--- config.mk ---
export PLATFORM = sky130hd
export DESIGN_NAME = flag_bank_arbiter_flat
export DESIGN_NICKNAME = d
export VERILOG_FILES = /design/src/rtl/flag_bank_arbiter_pkg.sv /design/src/rtl/flag_bank_arbiter_if.sv /design/src/rtl/flag_prio_sel.sv /design/src/rtl/flag_bank_arbiter.sv /design/src/flat_wrapper.sv
export SDC_FILE = /design/constraint.sdc
export NUM_CORES = 1
export LEC_CHECK = 0
export CAP_MARGIN = 20
export CORE_UTILIZATION = 44
export CTS_CLUSTER_SIZE = 10
export DETAILED_ROUTE_END_ITERATION = 6
export PLACE_DENSITY_LB_ADDON = 0.2
export SETUP_SLACK_MARGIN = 0.02
export SYNTH_ARGS = -nofsm -noshare
export SYNTH_HDL_FRONTEND = slang
export SYNTH_SLANG_ARGS = --single-unit
--- constraint.sdc ---
create_clock -name CLK -period 2.25 [get_ports CLK]
set_input_delay 0.225 -clock CLK [delete_from_list [all_inputs] [get_ports CLK]]
set_output_delay 0.225 -clock CLK [all_outputs]
set_load 0.05 [all_outputs]
--- src/rtl/flag_bank_arbiter_pkg.sv ---
// ---------------------------------------------------------------------------
// flag_arb_pkg
//   Shared definitions for the flag bank arbiter and its priority picker.
//   - arb_state_e : handshake state encoding (IDLE / PRESENT / RECOVER)
//   - FLAG_N_DEFAULT / FLAG_IDX_W_DEFAULT : default bank geometry
//   - clog2()     : elaboration-time ceil(log2(value)) helper
// ---------------------------------------------------------------------------
package flag_arb_pkg;

    localparam int unsigned FLAG_N_DEFAULT     = 8;
    localparam int unsigned FLAG_IDX_W_DEFAULT = 3;

    typedef enum logic [1:0] {
        IDLE    = 2'd0,
        PRESENT = 2'd1,
        RECOVER = 2'd2
    } arb_state_e;

    // ceil(log2(value)); returns 0 for value <= 1.
    function automatic int unsigned clog2(input int unsigned value);
        int unsigned result;
        result = 0;
        for (int unsigned i = 0; i < 31; i++) begin
            if ((32'd1 << i) < value) begin
                result = i + 1;
            end
        end
        return result;
    endfunction

endpackage

--- src/rtl/flag_bank_arbiter_if.sv ---
// ---------------------------------------------------------------------------
// flag_bank_arbiter_if
//   Event/vector bus between peripheral strobes, the arbiter and the consumer.
//   SET   : per-flag one-cycle set strobes (sources -> arbiter)
//   MASK  : per-flag presentation enables (consumer -> arbiter)
//   ACK   : consumer accepts VEC, honoured only while REQ=1
//   REQ   : a vector is being presented
//   VEC   : index of the presented flag
//   PEND  : raw latched flag state
//   ANY   : registered OR of PEND & MASK
//   modport slave  : the arbiter side
//   modport master : the source/consumer side
// ---------------------------------------------------------------------------
interface flag_bank_arbiter_if #(
    parameter int unsigned N     = flag_arb_pkg::FLAG_N_DEFAULT,
    parameter int unsigned IDX_W = flag_arb_pkg::FLAG_IDX_W_DEFAULT
);
    logic [N-1:0]     SET;
    logic [N-1:0]     MASK;
    logic             ACK;
    logic             REQ;
    logic [IDX_W-1:0] VEC;
    logic [N-1:0]     PEND;
    logic             ANY;

    modport slave (
        input  SET,
        input  MASK,
        input  ACK,
        output REQ,
        output VEC,
        output PEND,
        output ANY
    );

    modport master (
        output SET,
        output MASK,
        output ACK,
        input  REQ,
        input  VEC,
        input  PEND,
        input  ANY
    );
endinterface

--- src/rtl/flag_prio_sel.sv ---
// ---------------------------------------------------------------------------
// flag_prio_sel
//   Combinational picker over a request vector (already masked by caller).
//   ROUND_ROBIN=0 : lowest set index wins; i_ptr is ignored.
//   ROUND_ROBIN=1 : first set index at or above i_ptr+1 (mod N), wrapping.
//   Ports:
//     i_req   : request vector
//     i_ptr   : last-serviced index (round-robin base)
//     o_idx   : winning index (0 when none)
//     o_valid : at least one request present
// ---------------------------------------------------------------------------
module flag_prio_sel #(
    parameter int unsigned N           = 8,
    parameter int unsigned IDX_W       = 3,
    parameter bit          ROUND_ROBIN = 1'b0
) (
    input  logic [N-1:0]     i_req,
    input  logic [IDX_W-1:0] i_ptr,
    output logic [IDX_W-1:0] o_idx,
    output logic             o_valid
);

    logic [IDX_W-1:0] w_pos;

    // Scan N candidate positions in priority order; the first hit wins.
    always_comb begin
        o_idx   = '0;
        o_valid = 1'b0;
        w_pos   = '0;
        for (int unsigned k = 0; k < N; k++) begin
            if (ROUND_ROBIN) begin
                w_pos = IDX_W'((32'(i_ptr) + 32'd1 + k) % N);
            end else begin
                w_pos = IDX_W'(k);
            end
            if (!o_valid && i_req[w_pos]) begin
                o_valid = 1'b1;
                o_idx   = w_pos;
            end
        end
    end

endmodule

--- src/rtl/flag_bank_arbiter.sv ---
// ---------------------------------------------------------------------------
// flag_bank_arbiter
//   Bank of N event flags with synchronous set/clear and a single-consumer
//   REQ/VEC/ACK handshake. Flags latch on SET, one qualifying (PEND & MASK)
//   flag is presented at a time and is cleared when the consumer ACKs.
//   Service cadence: IDLE (select) -> PRESENT (REQ=1) -> RECOVER (dead cycle).
//
//   Ports:
//     CLK     : system clock, rising edge
//     RESET_n : asynchronous active-low reset
//     bus     : flag_bank_arbiter_if.slave (SET, MASK, ACK in; REQ, VEC,
//               PEND, ANY out)
//
//   Build option:
//     FLAG_ARB_ROUND_ROBIN_EN : when defined, selection is round-robin from
//     the last ACKed index; otherwise fixed lowest-index priority.
// ---------------------------------------------------------------------------
module flag_bank_arbiter
    import flag_arb_pkg::*;
#(
    parameter int unsigned N     = FLAG_N_DEFAULT,
    parameter int unsigned IDX_W = FLAG_IDX_W_DEFAULT
) (
    input logic              CLK,
    input logic              RESET_n,
    flag_bank_arbiter_if.slave bus
);

    localparam int unsigned IdxWReq = clog2(N);

    if (IDX_W != IdxWReq) begin : g_bad_idx_w
        $error("flag_bank_arbiter: IDX_W must equal ceil(log2(N))");
    end

    arb_state_e       r_state;
    arb_state_e       w_state_next;
    logic [N-1:0]     r_pend;
    logic [N-1:0]     w_pend_next;
    logic [N-1:0]     w_clr;
    logic [N-1:0]     w_qual;
    logic [IDX_W-1:0] r_vec;
    logic [IDX_W-1:0] w_vec_next;
    logic [IDX_W-1:0] w_sel_idx;
    logic [IDX_W-1:0] w_ptr;
    logic             w_sel_valid;
    logic             w_ack_acc;
    logic             r_any;
    logic             w_any_next;

`ifdef FLAG_ARB_ROUND_ROBIN_EN
    localparam bit RrEn = 1'b1;

    logic [IDX_W-1:0] r_ptr;

    // Pointer tracks the last ACKed vector; a mask-abort leaves it alone.
    always_ff @(posedge CLK or negedge RESET_n) begin
        if (!RESET_n) begin
            r_ptr <= '0;
        end else if (w_ack_acc) begin
            r_ptr <= r_vec;
        end
    end

    assign w_ptr = r_ptr;
`else
    localparam bit RrEn = 1'b0;

    assign w_ptr = '0;
`endif

    // Selection looks at the registered flags, so REQ rises the cycle after
    // a flag first shows in PEND (SET -> REQ = 2 cycles).
    assign w_qual = r_pend & bus.MASK;

    flag_prio_sel #(
        .N           (N),
        .IDX_W       (IDX_W),
        .ROUND_ROBIN (RrEn)
    ) u_sel (
        .i_req   (w_qual),
        .i_ptr   (w_ptr),
        .o_idx   (w_sel_idx),
        .o_valid (w_sel_valid)
    );

    always_comb begin
        w_state_next = r_state;
        w_vec_next   = r_vec;
        w_ack_acc    = 1'b0;
        unique case (r_state)
            IDLE: begin
                if (w_sel_valid) begin
                    w_vec_next   = w_sel_idx;
                    w_state_next = PRESENT;
                end
            end
            PRESENT: begin
                // ACK takes precedence over a same-cycle mask drop.
                if (bus.ACK) begin
                    w_ack_acc    = 1'b1;
                    w_state_next = RECOVER;
                end else if (!bus.MASK[r_vec]) begin
                    w_state_next = IDLE;
                end
            end
            RECOVER: begin
                w_state_next = IDLE;
            end
            default: begin
                w_state_next = IDLE;
            end
        endcase
    end

    // SET is OR-ed in after the clear, so a same-cycle set wins.
    assign w_clr       = w_ack_acc ? ({{(N-1){1'b0}}, 1'b1} << r_vec) : '0;
    assign w_pend_next = (r_pend & ~w_clr) | bus.SET;
    assign w_any_next  = |(w_pend_next & bus.MASK);

    always_ff @(posedge CLK or negedge RESET_n) begin
        if (!RESET_n) begin
            r_state <= IDLE;
            r_pend  <= '0;
            r_vec   <= '0;
            r_any   <= 1'b0;
        end else begin
            r_state <= w_state_next;
            r_pend  <= w_pend_next;
            r_vec   <= w_vec_next;
            r_any   <= w_any_next;
        end
    end

    assign bus.REQ  = (r_state == PRESENT);
    assign bus.VEC  = r_vec;
    assign bus.PEND = r_pend;
    assign bus.ANY  = r_any;

endmodule
--- src/flat_wrapper.sv ---
// flat-port wrapper written by rule: the top's interface ports become plain ports
module flag_bank_arbiter_flat import flag_arb_pkg::*;
#(
    parameter int unsigned N     = FLAG_N_DEFAULT,
    parameter int unsigned IDX_W = FLAG_IDX_W_DEFAULT
)
  (CLK, RESET_n, bus_SET, bus_MASK, bus_ACK, bus_REQ, bus_VEC, bus_PEND, bus_ANY);
  flag_bank_arbiter_if #(.N(N), .IDX_W(IDX_W)) bus_i ();
  input logic CLK;
  input logic RESET_n;
  input wire logic [$bits(bus_i.SET)-1:0] bus_SET;
  input wire logic [$bits(bus_i.MASK)-1:0] bus_MASK;
  input wire logic [$bits(bus_i.ACK)-1:0] bus_ACK;
  output wire logic [$bits(bus_i.REQ)-1:0] bus_REQ;
  output wire logic [$bits(bus_i.VEC)-1:0] bus_VEC;
  output wire logic [$bits(bus_i.PEND)-1:0] bus_PEND;
  output wire logic [$bits(bus_i.ANY)-1:0] bus_ANY;
  assign bus_i.SET = bus_SET;
  assign bus_i.MASK = bus_MASK;
  assign bus_i.ACK = bus_ACK;
  assign bus_REQ = bus_i.REQ;
  assign bus_VEC = bus_i.VEC;
  assign bus_PEND = bus_i.PEND;
  assign bus_ANY = bus_i.ANY;
  flag_bank_arbiter #(.N(N), .IDX_W(IDX_W)) u_core (.CLK(CLK), .RESET_n(RESET_n), .bus(bus_i));
endmodule
== Yosys cells after proc, flatten, opt, wreduce, memory -nomap -nowiden ==
Index checks and enable logic that the tools add are counted.

* Magnitude comparators: 1
* Eq/ne operators: 3
* Shift operators: 1
* Multiplexer cells: 24
* Bitwise logic cells: 5
* Reduce and logical (&&, ||, !) cells: 18

{| class="wikitable"
|+ Operators by type and width
! cell !! number
|-
| $and 8x8->8 || 3
|-
| $mux 1 || 12
|-
| $mux 3 || 4
|-
| $mux 2 || 5
|-
| $mux 8 || 1
|-
| $not 8->8 || 1
|-
| $or 8x8->8 || 1
|-
| $reduce_or 8->1 || 1
|-
| $shl 1x3->8 const A || 1
|-
| $logic_and 1x1->1 || 7
|-
| $logic_not 1->1 || 7
|-
| $lt 3x4->1 const B || 1
|-
| $pmux 2 s2 || 1
|-
| $reduce_and 2->1 || 2
|-
| $bmux 1 s3 || 1
|-
| $ne 3x3->1 const B || 1
|-
| $eq 2x1->1 const B || 1
|-
| $logic_not 2->1 || 1
|-
| $ne 2x2->1 const B || 1
|}

* Register bits: 14
* Input port bits: 19
* Output and inout port bits: 13
* Word-level logic and storage cells: 56

== Longest topological paths before layout ==
* Depth after elaboration: 25
* Gate-level depth with buffers: 5
* Gate-level depth less buffers: 4

== Hierarchy ==
A second synthesis with hierarchy kept.

* Cells, all modules: 107
* Area total of the unflattened synthesis: 938.4 um2

{| class="wikitable"
|+ Modules (own cells, without submodules)
! module !! instances !! cells an instance !! area each (um2) !! sequential area each (um2)
|-
| flag_bank_arbiter || 1 || 93 || 855.8 || 350.3
|-
| flag_prio_sel || 1 || 14 || 82.6 || 0.0
|}

== Worst setup path before layout ==
Ideal clock, no wire load.

* Path kind: reg2reg
* Start: register u_core.r_vec[0], in the netlist u_core.bus.VEC[0]
* End: register u_core.r_any, in the netlist u_core.bus.ANY
* Setup time: 0.138 ns
* Arrival: 1.778 ns
* Required time: 2.112 ns
* Path slack: 0.333 ns
* Cell stages (with the launch flop): 6
* Path buffers: 1
* Clock period less this slack: 1.917 ns
* Path through: dfrtp_1 buf_2 and2b_1 nor3b_2 o22ai_1 or4_1

* Longest elaborated chain between the ends: 7

{| class="wikitable"
|+ RTL lines
! item !! line !! RTL
|-
| start: declaration || flag_bank_arbiter.sv:41 || <nowiki>logic [IDX_W-1:0] r_vec;</nowiki>
|-
| start signal: assignment || flag_bank_arbiter.sv:129 || <nowiki>r_vec <= w_vec_next;</nowiki>
|-
| $shl 1x3->8 || flag_bank_arbiter.sv:116 || <nowiki>assign w_clr = w_ack_acc ? ({{(N-1){1'b0}}, 1'b1} << r_vec) : '0;</nowiki>
|-
| $mux 8 || flag_bank_arbiter.sv:116 ||
|-
| $not 8->8 || flag_bank_arbiter.sv:117 || <nowiki>assign w_pend_next = (r_pend & ~w_clr) | bus.SET;</nowiki>
|-
| $and 8x8->8 || flag_bank_arbiter.sv:117 ||
|-
| $or 8x8->8 || flag_bank_arbiter.sv:117 ||
|-
| $and 8x8->8 || flag_bank_arbiter.sv:118 || <nowiki>assign w_any_next = |(w_pend_next & bus.MASK);</nowiki>
|-
| $reduce_or 8->1 || flag_bank_arbiter.sv:118 ||
|-
| via u_core.w_any_next || flag_bank_arbiter.sv:48 || <nowiki>logic w_any_next;</nowiki>
|-
| end signal: assignment || flag_bank_arbiter.sv:130 || <nowiki>r_any <= w_any_next;</nowiki>
|-
| end: declaration || flag_bank_arbiter.sv:47 || <nowiki>logic r_any;</nowiki>
|}

The timed path passes the listed nets, and every way through them passes these cells.
A chain may end at the register's enable or synchronous reset.

== Worst setup path after layout ==
* Start: register u_core.r_state[0]
* End: output bus_REQ

* Longest elaborated chain between the ends: 1

{| class="wikitable"
|+ RTL lines
! item !! line !! RTL
|-
| start: declaration || flag_bank_arbiter.sv:35 || <nowiki>arb_state_e r_state;</nowiki>
|-
| start signal: assignment || flag_bank_arbiter.sv:127 || <nowiki>r_state <= w_state_next;</nowiki>
|-
| $eq 2x1->1 || flag_bank_arbiter.sv:134 || <nowiki>assign bus.REQ = (r_state == PRESENT);</nowiki>
|-
| end: declaration || flat_wrapper.sv:14 || <nowiki>output wire logic [$bits(bus_i.REQ)-1:0] bus_REQ;</nowiki>
|}

No other way between the ends.

==> flow_metrics.env <==
export IMPL_cts_buffers=3
export IMPL_dp_hpwl_um=1840
export IMPL_io_pins=32
export IMPL_ys_ff_latch=14
export IMPL_syn_to_final_growth_pct=39.4
export IMPL_vias=919
export IMPL_finalSetupViolCount=0
export IMPL_r2r_end="u_core.bus.ANY"
export IMPL_track_usage_pct=25.0
export IMPL_dr_pass1_iters=4
export IMPL_p_leak_nw=0.469
export IMPL_finish_utilization_pct=68.8
export IMPL_htreeDepth=1
export IMPL_timing_slew_headroom_pct=53.6
export IMPL_mostFrequentLayoutCell="clkdlybuf4s50_1"
export IMPL_cp_max_fo=5
export IMPL_fillers=146
export IMPL_fin_ws_ns=0.216
export IMPL_place_area_um2=1230
export IMPL_endpoint_kind="output pin"
export IMPL_netlist_area_um2=898
export IMPL_grt_max_degree=15
export IMPL_gp_routability_congestion=0.878
export IMPL_slew_viol_final=0
export IMPL_post_cts_setup_buffer_count=0
export IMPL_slowest_delay_ns=0.83
export IMPL_async_flop_share_pct=100
export IMPL_dieArea_um2=2230
export IMPL_path_clk_slew_ns=0.08
export IMPL_clock_latency_ns=0.28
export IMPL_finClkSkew_ns=0.00228
export IMPL_grt_pass1_wl_um=3840
export IMPL_grt_overflow_total=0
export IMPL_layout_min_cycle_time_ns=2.03
export IMPL_power_density_nw_per_um2=993
export IMPL_start_util_pct=49.3
export IMPL_dieHeight_um=47.2
export IMPL_crit_slowest_cell="clkdlybuf4s50_1"
export IMPL_synth_enable_flop_cells=0
export IMPL_rsz0062_at_grt="false"
export IMPL_reg2reg_depth=4
export IMPL_grt_pass1_vias=865
export IMPL_drcViolationCount=0
export IMPL_rows=15
export IMPL_fmax_mhz=492
export IMPL_rr_startpoint="u_core.bus.VEC[0]"
export IMPL_yosysWarnings=0
export IMPL_tightest_slew_ns=0.694
export IMPL_synth_nets=111
export IMPL_pre_cts_slack_ns=0.294
export IMPL_drive_above_1_share_pct=7.26
export IMPL_antenna_found_initial=0
export IMPL_clockBufferDepth=2
export IMPL_antenna_cells=0
export IMPL_critPathArrivalTime_ns=1.81
export IMPL_reg2reg_slack_ns=0.46
export IMPL_clkSinkCount=14
export IMPL_cts_root_buf="clkbuf_4"
export IMPL_ys_seq_area_share_pct=39.0
export IMPL_port_buffers=31
export IMPL_finalSetupTns_ns=0
export IMPL_synth_flop_cell="dfrtp_1"
export IMPL_worstSetupPathType="flip-flop to output pin"
export IMPL_chipWidth_um=47.2
export IMPL_syn_inst=92
export IMPL_cts_tree="built"
export IMPL_synth_cell_types=34
export IMPL_hold_path_class="primary input to asynchronous set/reset pin"
export IMPL_design_area_um2=1250
export IMPL_cts_hold_buf=0
export IMPL_fin_crit_sh_pct=90.4
export IMPL_syn_avg_cell_area_um2=9.76
export IMPL_ctsResizeCount=0
export IMPL_cp_required_ns=2.03
export IMPL_start_kind="flip-flop"
export IMPL_crit_path_cell_trace="nor2b_1 -> clkdlybuf4s50_1"
export IMPL_core_area_um2=1820
export IMPL_mostFrequentLayoutCells="clkdlybuf4s50_1 (31), dfrtp_1 (14), nand2_1 (10), o21ai_0 (10), a21o_1 (6)"
export IMPL_routed_wl_um=2440
export IMPL_drtAntennaViolNets=0
export IMPL_max_cap_viol_count=0
export IMPL_nNetsFinal=145
export IMPL_ir_worst_vdd_v=0.000999
export IMPL_status="complete, no violations"
export IMPL_hold_violations=0
export IMPL_viasPerCell=6.17
export IMPL_first_iter_violations=37
export IMPL_avgRoutedWirePerCell_um=16.3
-- state kept, by name, summed over array words and instances, names as in the netlist --
name,cells
u_core.bus.ANY,1
u_core.bus.PEND,8
u_core.bus.VEC,3
u_core.r_state,2
-- where the power goes --
group	switching, mW	internal [mW]
Sequential	0.131	0.308
Clock	0.0761	0.0621
Combinational	0.373	0.294
Total	0.580	0.664
-- synth_stat cells, types with 3 or more instances --
| library cell | number | area [um^2] |
|---|---|---|
| and2b_1 | 3 | 22.5 |
| nand2_1 | 10 | 37.5 |
| a21o_1 | 6 | 45.0 |
| a22oi_1 | 4 | 30.0 |
| nor3b_1 | 3 | 22.5 |
| o21ai_0 | 10 | 50.1 |
| a21oi_1 | 3 | 15.0 |
| dfrtp_1 | 14 | 350 |
| nand2b_1 | 3 | 18.8 |
| nor2_1 | 3 | 11.3 |
| o22ai_1 | 4 | 25.0 |
-- kinds of logic after synthesis --
logic type | synth area share, %
and+or+nand+nor | 28.4
AOI/OAI and AO/OA | 25.3
DFF | 39.0
buffers and inverters | 1.95
muxes | 5.29
-- stage by stage --
| stage | std cells | power, mW | hold WS, ns |
|---|---|---|---|
| CTS | 149 | 1.25 | 0.369 |
| global route | 149 | 1.31 | 0.402 |
| finish | 149 | 1.24 | 0.360 |
| global placement | 146 | 1.09 | 0.535 |
| detailed placement | 146 | 1.10 | 0.554 |
| floorplan | 92 | 0.884 | -0.0706 |
-- layer usage --
metal	global-route usage [%]	share of wire, %
met1	32.6	44
met2	38.9	46
met3	4.23	7.9
met4	14.9	2.4
met5	0	0
-- worst max path at each step --
stage,start,end,slack [ns],cells past startpoint
floorplan,u_core.bus.VEC[0],u_core.bus.ANY,0.33,5
global placement,bus_ACK,u_core.bus.ANY,0.33,5
detailed placement,bus_ACK,u_core.bus.ANY,0.29,5
CTS,u_core.r_state[0],bus_REQ,0.20,2
global route,u_core.r_state[0],bus_REQ,0.14,2
finish,u_core.r_state[0],bus_REQ,0.22,2
-- final cells by class --
class / instances / area (um^2) / area share, %
clock buffers: 3 / 22.5 / 1.80
inverters: 2 / 7.51 / 0.599
multi-input cells: 74 / 531 / 42.4
flip-flops and latches: 14 / 350 / 28.0
well taps: 25 / 31.3 / 2.50
repair buffers: 31 / 310 / 24.8
-- worst max-delay path, delay by kind of cell (launching register included) --
kind                   cells  cell delay [ns]
and+or+nand+nor            1             0.22
DFF                        1             0.49
buffers and inverters      1             0.83
(Power assumes the default switching activity.)
